## src/rtl/wb_arb_pkg.sv

```systemverilog
// Shared types and the round-robin pick function for the Wishbone arbiter.
// Default bus widths match the 64Kx16 RAM slave.
package wb_arb_pkg;

    localparam int ADR_W_DEF = 16;
    localparam int DAT_W_DEF = 16;
    localparam int MAX_NM    = 8;

    typedef enum logic {IDLE, BUSY} arb_state_t;

    // Nearest requester after `last`, wrapping; returns `last` when nothing is requested.
    // Fixed 8-step scan keeps the loop static; steps beyond nm are masked off.
    function automatic logic [2:0] rr_pick(input logic [MAX_NM-1:0] req,
                                           input logic [2:0]        last,
                                           input int                nm);
        logic [2:0] pick;
        int         idx;
        pick = last;
        for (int k = MAX_NM; k >= 1; k--) begin
            idx = int'(last) + k;
            if (idx >= nm) idx = idx - nm;
            if (k <= nm && req[idx[2:0]]) pick = idx[2:0];
        end
        return pick;
    endfunction

endpackage

```

## src/rtl/wb_arbiter_rr_if.sv

```systemverilog
// Bus bundle between NM Wishbone masters, the arbiter and the single shared slave.
// The arbiter uses the `arbiter` view; masters and the slave use their own modports.
interface wb_arbiter_rr_if
    import wb_arb_pkg::*;
#(
    parameter int NM    = 4,
    parameter int ADR_W = ADR_W_DEF,
    parameter int DAT_W = DAT_W_DEF
);

    logic [NM-1:0]    m_cyc;
    logic [NM-1:0]    m_stb;
    logic [NM-1:0]    m_we;
    logic [ADR_W-1:0] m_adr   [NM];
    logic [DAT_W-1:0] m_dat_i [NM];
    logic [DAT_W-1:0] m_dat_o;
    logic [NM-1:0]    m_ack;
    logic [NM-1:0]    m_err;

    logic             s_cyc;
    logic             s_stb;
    logic             s_we;
    logic [ADR_W-1:0] s_adr;
    logic [DAT_W-1:0] s_dat_o;
    logic [DAT_W-1:0] s_dat_i;
    logic             s_ack;

    modport arbiter (
        input  m_cyc, m_stb, m_we, m_adr, m_dat_i, s_dat_i, s_ack,
        output m_dat_o, m_ack, m_err, s_cyc, s_stb, s_we, s_adr, s_dat_o
    );

    modport master (
        output m_cyc, m_stb, m_we, m_adr, m_dat_i,
        input  m_dat_o, m_ack, m_err
    );

    modport slave (
        input  s_cyc, s_stb, s_we, s_adr, s_dat_o,
        output s_dat_i, s_ack
    );

endinterface

```

## src/rtl/wb_rr_pick.sv

```systemverilog
// Combinational round-robin priority encoder: first requester after `last`, wrapping.
// `any` flags that at least one request is present.
module wb_rr_pick
    import wb_arb_pkg::*;
#(
    parameter int NM    = 4,
    parameter int IDX_W = $clog2(NM)
) (
    input  logic [NM-1:0]    req,
    input  logic [IDX_W-1:0] last,
    output logic [IDX_W-1:0] gnt,
    output logic             any
);

    logic [MAX_NM-1:0] req_ext;
    logic [2:0]        last_ext;

    always_comb begin
        req_ext            = '0;
        req_ext[NM-1:0]    = req;
        last_ext           = '0;
        last_ext[IDX_W-1:0] = last;
        gnt                = IDX_W'(rr_pick(req_ext, last_ext, NM));
        any                = |req;
    end

endmodule

```

## src/rtl/wb_arbiter_rr.sv

```systemverilog
// Round-robin arbiter sharing one Wishbone classic slave among NM masters.
// Grant is held for the whole bus cycle; a watchdog ends stalled strobes with m_err.
module wb_arbiter_rr
    import wb_arb_pkg::*;
#(
    parameter int NM      = 4,
    parameter int ADR_W   = ADR_W_DEF,
    parameter int DAT_W   = DAT_W_DEF,
    parameter int TIMEOUT = 16
) (
    input  logic            clk,
    input  logic            rst_n,
    wb_arbiter_rr_if.arbiter bus
);

    localparam int IDX_W = $clog2(NM);
    localparam int WD_W  = (TIMEOUT > 0) ? $clog2(TIMEOUT + 1) : 1;
    localparam logic [WD_W-1:0]  WD_LAST  = WD_W'(TIMEOUT - 1);
    localparam logic [IDX_W-1:0] IDX_LAST = IDX_W'(NM - 1);

    arb_state_t       state;
    logic [IDX_W-1:0] gnt;
    logic [IDX_W-1:0] last;
    logic [WD_W-1:0]  wd_cnt;

    logic [IDX_W-1:0] pick;
    logic             any_req;
    logic             cur_stb;
    logic             wd_fire;

    wb_rr_pick #(.NM(NM), .IDX_W(IDX_W)) u_pick (
        .req  (bus.m_cyc),
        .last (last),
        .gnt  (pick),
        .any  (any_req)
    );

    assign cur_stb = bus.m_stb[gnt];
    assign wd_fire = (TIMEOUT > 0) && (state == BUSY) && (wd_cnt == WD_LAST)
                     && cur_stb && !bus.s_ack;

    // NOTE: sequential state uses non-blocking assignments only, so every flop
    // samples the pre-edge values of the others.
    always_ff @(posedge clk) begin
        if (!rst_n) begin
            state  <= IDLE;
            gnt    <= '0;
            last   <= IDX_LAST;
            wd_cnt <= '0;
        end else begin
            case (state)
                IDLE: begin
                    wd_cnt <= '0;
                    if (any_req) begin
                        gnt   <= pick;
                        last  <= pick;
                        state <= BUSY;
                    end
                end
                BUSY: begin
                    if (!bus.m_cyc[gnt]) begin
                        state  <= IDLE;
                        wd_cnt <= '0;
                    end else if (bus.s_ack || !cur_stb || wd_fire || TIMEOUT == 0) begin
                        wd_cnt <= '0;
                    end else begin
                        wd_cnt <= wd_cnt + 1'b1;
                    end
                end
                default: state <= IDLE;
            endcase
        end
    end

    // NOTE: every output gets a default before the BUSY override, so no latch
    // is inferred for the paths not taken.
    always_comb begin
        bus.s_cyc   = 1'b0;
        bus.s_stb   = 1'b0;
        bus.s_we    = 1'b0;
        bus.s_adr   = '0;
        bus.s_dat_o = '0;
        bus.m_dat_o = '0;
        bus.m_ack   = '0;
        bus.m_err   = '0;
        if (state == BUSY) begin
            bus.s_cyc      = bus.m_cyc[gnt];
            bus.s_stb      = cur_stb & ~wd_fire;
            bus.s_we       = bus.m_we[gnt];
            bus.s_adr      = bus.m_adr[gnt];
            bus.s_dat_o    = bus.m_dat_i[gnt];
            bus.m_dat_o    = bus.s_dat_i;
            bus.m_ack[gnt] = bus.s_ack & bus.m_cyc[gnt];
            bus.m_err[gnt] = wd_fire;
        end
    end

endmodule
```

## src/flat_wrapper.sv

```systemverilog
// flat-port wrapper written by rule: the top's interface ports become plain ports
module wb_arbiter_rr_flat import wb_arb_pkg::*;
#(
    parameter int NM      = 4,
    parameter int ADR_W   = ADR_W_DEF,
    parameter int DAT_W   = DAT_W_DEF,
    parameter int TIMEOUT = 16
)
  (clk, rst_n, bus_m_cyc, bus_m_stb, bus_m_we, bus_m_adr, bus_m_dat_i, bus_s_dat_i, bus_s_ack, bus_m_dat_o, bus_m_ack, bus_m_err, bus_s_cyc, bus_s_stb, bus_s_we, bus_s_adr, bus_s_dat_o);
  wb_arbiter_rr_if #(.NM(NM), .ADR_W(ADR_W), .DAT_W(DAT_W)) bus_i ();
  input  logic clk;
  input  logic rst_n;
  input wire logic [$bits(bus_i.m_cyc)-1:0] bus_m_cyc;
  input wire logic [$bits(bus_i.m_stb)-1:0] bus_m_stb;
  input wire logic [$bits(bus_i.m_we)-1:0] bus_m_we;
  input wire logic [$bits(bus_i.m_adr)-1:0] bus_m_adr;
  input wire logic [$bits(bus_i.m_dat_i)-1:0] bus_m_dat_i;
  input wire logic [$bits(bus_i.s_dat_i)-1:0] bus_s_dat_i;
  input wire logic [$bits(bus_i.s_ack)-1:0] bus_s_ack;
  output wire logic [$bits(bus_i.m_dat_o)-1:0] bus_m_dat_o;
  output wire logic [$bits(bus_i.m_ack)-1:0] bus_m_ack;
  output wire logic [$bits(bus_i.m_err)-1:0] bus_m_err;
  output wire logic [$bits(bus_i.s_cyc)-1:0] bus_s_cyc;
  output wire logic [$bits(bus_i.s_stb)-1:0] bus_s_stb;
  output wire logic [$bits(bus_i.s_we)-1:0] bus_s_we;
  output wire logic [$bits(bus_i.s_adr)-1:0] bus_s_adr;
  output wire logic [$bits(bus_i.s_dat_o)-1:0] bus_s_dat_o;
  assign bus_i.m_cyc = bus_m_cyc;
  assign bus_i.m_stb = bus_m_stb;
  assign bus_i.m_we = bus_m_we;
  assign bus_i.m_adr = {>>{bus_m_adr}};
  assign bus_i.m_dat_i = {>>{bus_m_dat_i}};
  assign bus_i.s_dat_i = bus_s_dat_i;
  assign bus_i.s_ack = bus_s_ack;
  assign bus_m_dat_o = bus_i.m_dat_o;
  assign bus_m_ack = bus_i.m_ack;
  assign bus_m_err = bus_i.m_err;
  assign bus_s_cyc = bus_i.s_cyc;
  assign bus_s_stb = bus_i.s_stb;
  assign bus_s_we = bus_i.s_we;
  assign bus_s_adr = bus_i.s_adr;
  assign bus_s_dat_o = bus_i.s_dat_o;
  wb_arbiter_rr #(.NM(NM), .ADR_W(ADR_W), .DAT_W(DAT_W), .TIMEOUT(TIMEOUT)) u_core (.clk(clk), .rst_n(rst_n), .bus(bus_i));
endmodule
```

## config.mk

```make
export PLATFORM = sky130hd
export DESIGN_NAME = wb_arbiter_rr_flat
export DESIGN_NICKNAME = d
export VERILOG_FILES = /design/src/rtl/wb_arb_pkg.sv /design/src/rtl/wb_arbiter_rr_if.sv /design/src/rtl/wb_rr_pick.sv /design/src/rtl/wb_arbiter_rr.sv /design/src/flat_wrapper.sv
export SDC_FILE = /design/constraint.sdc
export NUM_CORES = 1
export LEC_CHECK = 0
export BUFFER_PORTS_ARGS = -buffer_cell sky130_fd_sc_hd__buf_4
export CAP_MARGIN = 20
export CELL_PAD_IN_SITES_DETAIL_PLACEMENT = 0
export CELL_PAD_IN_SITES_GLOBAL_PLACEMENT = 2
export CORE_UTILIZATION = 14
export CTS_BUF_LIST = sky130_fd_sc_hd__clkbuf_4 sky130_fd_sc_hd__clkbuf_8
export DETAILED_ROUTE_END_ITERATION = 8
export PLACE_DENSITY_LB_ADDON = 0.1
export SETUP_SLACK_MARGIN = 0.3
export SLEW_MARGIN = 20
export SYNTH_ARGS = -nofsm -noshare
export SYNTH_HDL_FRONTEND = slang
export SYNTH_SLANG_ARGS = --single-unit
```

## constraint.sdc

```tcl
create_clock -name clk -period 2.3 [get_ports clk]
set_clock_uncertainty 0.2 [all_clocks]
set_input_delay 0.345 -clock clk [delete_from_list [all_inputs] [get_ports clk]]
set_output_delay 0.345 -clock clk [all_outputs]
set_load 0.01 [all_outputs]
```

# Word level (Yosys, flattened, before mapping)
# Cells that the tools add are included.
totals:
  ff_bits: 10
  input_bits: 159
  out_inout_bits: 59
classes:
  n_addsub: 9
  magnitude_cmp: 11
  eq_ne: 1
  muxes: 44
  bitwise_logic: 7
  n_reduce_logical: 10
ops:
  columns: ["op", "count"]
  rows:
  - ["$mux W16", 7]
  - ["$bmux W16 S2", 2]
  - ["$lt A3 B4 Y1 const B", 4]
  - ["$mux W1", 13]
  - ["$bmux W1 S3", 4]
  - ["$ge A3 B3 Y1 const B", 4]
  - ["$mux W3", 4]
  - ["$sub A3 B3 Y3 const B", 4]
  - ["$mux W5", 2]
  - ["$pmux W5 S2", 1]
  - ["$and A4 B4 Y4", 2]
  - ["$mux W2", 4]
  - ["$mux W4", 2]
  - ["$add A2 B2 Y3 const B", 2]
  - ["$bmux W1 S2", 3]
  - ["$add A5 B1 Y5 const B", 1]
  - ["$eq A5 B4 Y1 const B", 1]
  - ["$add A2 B3 Y4 const B", 1]
  - ["$ge A4 B3 Y1 const B", 1]
  - ["$logic_and A1 B1 Y1", 4]
  - ["$reduce_or A4 Y1", 1]
  - ["$add A2 B1 Y3 const B", 1]
  - ["$lt A2 B3 Y1 const B", 1]
  - ["$not A2 Y3", 1]
  - ["8 further kinds", 12]

# Depth between registers and ports, before layout
logic_depth:
  depth_word: 9
  mapped_depth: 6

# Hierarchy
# A second synthesis with hierarchy kept.
hier_totals:
  cells_unflattened: 181
  hier_area_um2: 1855.5
by_module_without_submodules:
  columns: ["module", "instances", "cells_each", "area_each_um2"]
  rows:
  - ["wb_arbiter_rr", 1, 158, 1672.9]
  - ["wb_rr_pick", 1, 23, 182.7]

# Worst setup path after synthesis
# OpenSTA, ideal clock, no wires.
synth_path:
  path_kind: "reg2out"
  start: "register u_core.gnt[0]"
  end: "output bus_s_adr[10]"
  arrival_time_ns: 1.757
  required_time_ns: 1.755
  setup_slack_ns: -0.002
  path_stages_with_launch: 6
  cell_sequence: "dfxtp_1 > buf_2 > buf_2 > buf_2 > mux4_2 > and2_1"
synth_via:
  elab_chain_len: 5
synth_rtl:
  columns: ["item", "line_no", "source"]
  rows:
  - ["start: declaration", "wb_arbiter_rr.sv:22", "logic [IDX_W-1:0] gnt;"]
  - ["start signal: assignment", "wb_arbiter_rr.sv:55", "gnt <= pick;"]
  - ["$not A2 Y3 (implied by the code)", "wb_arbiter_rr.sv:90", "bus.s_adr = bus.m_adr[gnt];"]
  - ["$bmux W16 S2", "wb_arbiter_rr.sv:90", null]
  - ["$mux W16 (implied by the code) (2 in series)", "wb_arbiter_rr.sv:90", null]
  - ["$mux W16", "wb_arbiter_rr.sv:86", "if (state == BUSY) begin"]
  - ["end: declaration", "flat_wrapper.sv:26", "output wire logic [$bits(bus_i.s_adr)-1:0] bus_s_adr;"]
# No other way between the ends. The select of a mux whose other input is x is not followed.

# Worst setup path in the final report
layout_path:
  start: "register u_core.gnt[0]"
  end: "output bus_m_err[0]"
layout_via:
  elab_chain_len: 6
  elab_cells_between_ends: 11
  cone_classes: "2 x order compare; 5 x mux; 1 x bitwise; 3 x reduce/logical"
layout_rtl:
  columns: ["item", "line_no", "source"]
  rows:
  - ["$lt A2 B3 Y1 (implied by the code) (tied with other cells)", "wb_arbiter_rr.sv:94", "bus.m_err[gnt] = wd_fire;"]
  - ["$logic_and A1 B1 Y1 (implied by the code) or $mux W1 (tied branches)", "wb_arbiter_rr.sv:94, wb_arbiter_rr.sv:38", null]
  - ["$mux W1 (implied by the code) or $logic_and A1 B1 Y1 (tied branches)", "wb_arbiter_rr.sv:94, wb_arbiter_rr.sv:40", null]
  - ["$demux W1 S2 or $logic_and A1 B1 Y1 (tied branches)", null, null]
  - ["$and A4 B4 Y4 (no line) *", null, null]
  - ["$mux W4 *", "wb_arbiter_rr.sv:86", null]
  - ["end: declaration", "flat_wrapper.sv:22", "output wire logic [$bits(bus_i.m_err)-1:0] bus_m_err;"]
# Every way passes the cells marked *; elsewhere a longest branch is shown, timed or not. The select of a mux whose other input is x is not followed.

==> impl_metrics.sql <==
INSERT INTO impl_metrics (metric_group, metric, value, unit) VALUES
('synthesis', 'synth_nets', '330', ''),
('critical_path', 'cp.arrival', '1.73', 'ns'),
('power_and_ir_drop', 'max-vdd-ir-drop', '0.355', 'mV'),
('placed_design', 'finalWeightedCongestion', '0.696', ''),
('critical_path', 'timing.critical_path.from_type', 'flop', ''),
('critical_path', 'critical_path.max_fanout', '4', ''),
('cells_and_area', 'layout.area.seq', '209', 'µm²'),
('flow_run', 'maxCapViolCount', '0', ''),
('power_and_ir_drop', 'powerDensity', '538', 'nW/µm²'),
('route', 'top_metal_layer_carrying_routed_signals', 'met4', ''),
('cells_and_area', 'areaGrowthSynthToFinish', '139', '%'),
('timing', 'max_freq', '440', 'MHz'),
('critical_path', 'worstReg2RegEnd', 'u_core.last[0]$_SDFFE_PN1P_', ''),
('timing', 'holdWs', '0.146', 'ns'),
('min_path', 'hold_start', 'rst_n', ''),
('synthesis', 'syn-instance-count', '168', ''),
('critical_path', 'r2r_slack', '0.37', 'ns'),
('placed_design', 'port_buffers', '217', ''),
('die', 'die-width', '113', 'µm'),
('placed_design', 'hpwlAfterDp', '7.92', 'mm'),
('power_and_ir_drop', 'cellLeakagePower', '1.92', 'nW'),
('die', 'io-pin-count', '218', ''),
('die', 'start_util', '14.4', '%'),
('power_and_ir_drop', 'p_clk_share', '9.9', '%'),
('route', 'via_per_inst', '4.08', ''),
('clocking', 'clock_tree.buffer_depth', '2', ''),
('die', 'floorplan.rows', '40', ''),
('route', 'drt_first_iter_violations', '61', ''),
('synthesis', 'netlist.area_leader.share', '46.6', '%'),
('critical_path', 'crit_path_capture_type', 'primary output', ''),
('critical_path', 'timing.setup.critical_path_class', 'flop to primary output', ''),
('critical_path', 'max_stage_delay', '0.51', 'ns'),
('min_path', 'min_delay_worst_endpoint', 'u_core.last[1]$_SDFFE_PN1P_', ''),
('global_route', 'grt_pass1_vias', '2277', ''),
('route', 'detail_route.wirelength', '9.80', 'mm'),
('synthesis', 'dominant_cell_type_by_area_after_synthesis', 'sky130_fd_sc_hd__mux4_2', ''),
('die', 'dieArea', '12900', 'µm²'),
('synthesis', 'synth-edff-count', '0', ''),
('critical_path', 'critical_path_cell_count', '6', ''),
('route', 'routed_length_on_met1', '3.71', 'mm'),
('critical_path', 'crit_required', '1.75', 'ns'),
('synthesis', 'synth-async-reset-ratio', '0', '%'),
('clocking', 'tritoncts_clock_tree', 'yes', ''),
('cells_and_area', 'fin_nets', '554', ''),
('outcome', 'result_of_the_run', 'finished clean', ''),
('cells_and_area', 'antennaDiodeCount', '0', ''),
('power_and_ir_drop', 'netSwitchingPower', '727', 'µW'),
('route', 'route.detailed.drc', '0', ''),
('synthesis', 'synth_flop_cell', 'sky130_fd_sc_hd__dfxtp_1', ''),
('timing', 'setup_viol_count_final', '0', ''),
('clocking', 'clock_sink_count', '10', ''),
('clocking', 'cts.reportedPaths.clkPinSlew', '0.05', 'ns'),
('route', 'detailroute.wirelength.met3', '770', 'µm'),
('synthesis', 'yosys.cell_types.count', '34', ''),
('die', 'die_h', '113', 'µm'),
('min_path', 'hold_path_depth', '2', ''),
('global_route', 'globalRoute.totalOverflow', '0', ''),
('critical_path', 'crit_path_cell_trace', 'buf_12 > mux4_2 > and2_4 > nand2_4 > nor3_2 > buf_4', ''),
('timing', 'relSlewSlack', '78.1', '%'),
('critical_path', 'reg2reg_from', 'u_core.last[0]$_SDFFE_PN1P_', ''),
('synthesis', 'synthesis.area_per_instance', '10.4', 'µm²'),
('timing', 'fin_crit_sh', '98.8', '%'),
('clocking', 'root_buffer', 'sky130_fd_sc_hd__clkbuf_8', ''),
('global_route', 'grt_first_pass_wirelength', '14.2', 'mm'),
('cells_and_area', 'multiInputGateArea', '1630', 'µm²'),
('timing', 'final-max-slew-violation-count', '0', ''),
('global_route', 'antenna_found_initial', '0', ''),
('power_and_ir_drop', 'internal_power', '1.51', 'mW'),
('route', 'met2_length', '5.30', 'mm'),
('synthesis', 'synth_sequential_area_ratio', '11.5', '%'),
('synthesis', 'synth_warnings', '0', '');
cells by family (layout without fill, tap and decap cells):
kind of cell / count (synthesis) / in the layout / share of synthesized area [%]
simple gates: 87 / 87 / 29.0
xor+xnor: 2 / 2 / 1.01
mux: 39 / 39 / 48.4
compound gates: 9 / 9 / 3.31
flops: 10 / 10 / 11.5
fa+ha+maj: 3 / 3 / 2.16
buf+inv: 18 / 241 / 4.60
power by group through the flow:
stage	Combinational (mW)	Sequential, mW	Clock, mW
after global placement	1.32	0.251	0
after global routing	1.90	0.240	0.242
after CTS	1.73	0.234	0.229
after floorplan	0.811	0.216	0
final	1.78	0.235	0.221
after detailed placement	1.31	0.251	0
layer usage:
metal | GRT usage, % | vias up
li1 | - | 1085
met1 | 16.9 | 1094
met2 | 27.8 | 100
met3 | 3.40 | 2
met4 | 1.32 | 0
met5 | 0 | -
state kept, by name, summed over array words and instances, names as in the netlist:
signal	flops
u_core.last	2
u_core.wd_cnt	5
u_core.state	1
u_core.gnt	2
worst max-delay path by stage:
stage,from,endpoint,slack [ns]
global placement,u_core.gnt[0]$_SDFFE_PN0P_,bus_m_ack[0],0.19
detailed placement,u_core.gnt[0]$_SDFFE_PN0P_,bus_m_ack[3],0.18
floorplan,u_core.last[0]$_SDFFE_PN1P_,u_core.last[0]$_SDFFE_PN1P_,0.30
finish,u_core.gnt[0]$_SDFFE_PN0P_,bus_m_err[0],0.03
CTS,u_core.gnt[0]$_SDFFE_PN0P_,bus_s_adr[9],0.02
global route,u_core.gnt[0]$_SDFFE_PN0P_,bus_s_dat_o[15],-0.03
per-stage QoR:
step	util, %	setup WS (ns)	power (mW)	instance area, µm²	setup TNS [ns]
floorplan	-	0.301	1.03	1770	0
global placement	29.9	0.193	1.57	3600	0
detailed placement	29.9	0.179	1.56	3600	0
CTS	33.7	0.0240	2.20	4060	0
global route	34.4	-0.0281	2.38	4150	-0.305
finish	34.4	0.0277	2.23	4150	0
layout by cell type (no fill, tap or decap), drive strengths merged, types with 4 or more instances in the layout:
cell,netlist,routed
nor2,14,14
buf,8,234
dfxtp,10,10
nand2,4,4
mux4,36,36
and2,52,52
clkbuf,7,4
repair_timing:
item	4_1_cts	5_1_grt
endpoints found under the setup margin	45	45
gates cloned	4	0
pin swaps	8	3
buffers inserted	6	0
gates resized for setup	69	23
final cells by class:
class | count | area share [%]
clock buffer | 4 | 1.33
multi-input combinational | 140 | 39.1
inverter | 3 | 0.271
timing repair buffer | 234 | 49.2
sequential | 10 | 5.03
tap | 168 | 5.06
Note: power is estimated with default switching activity, not from simulation.
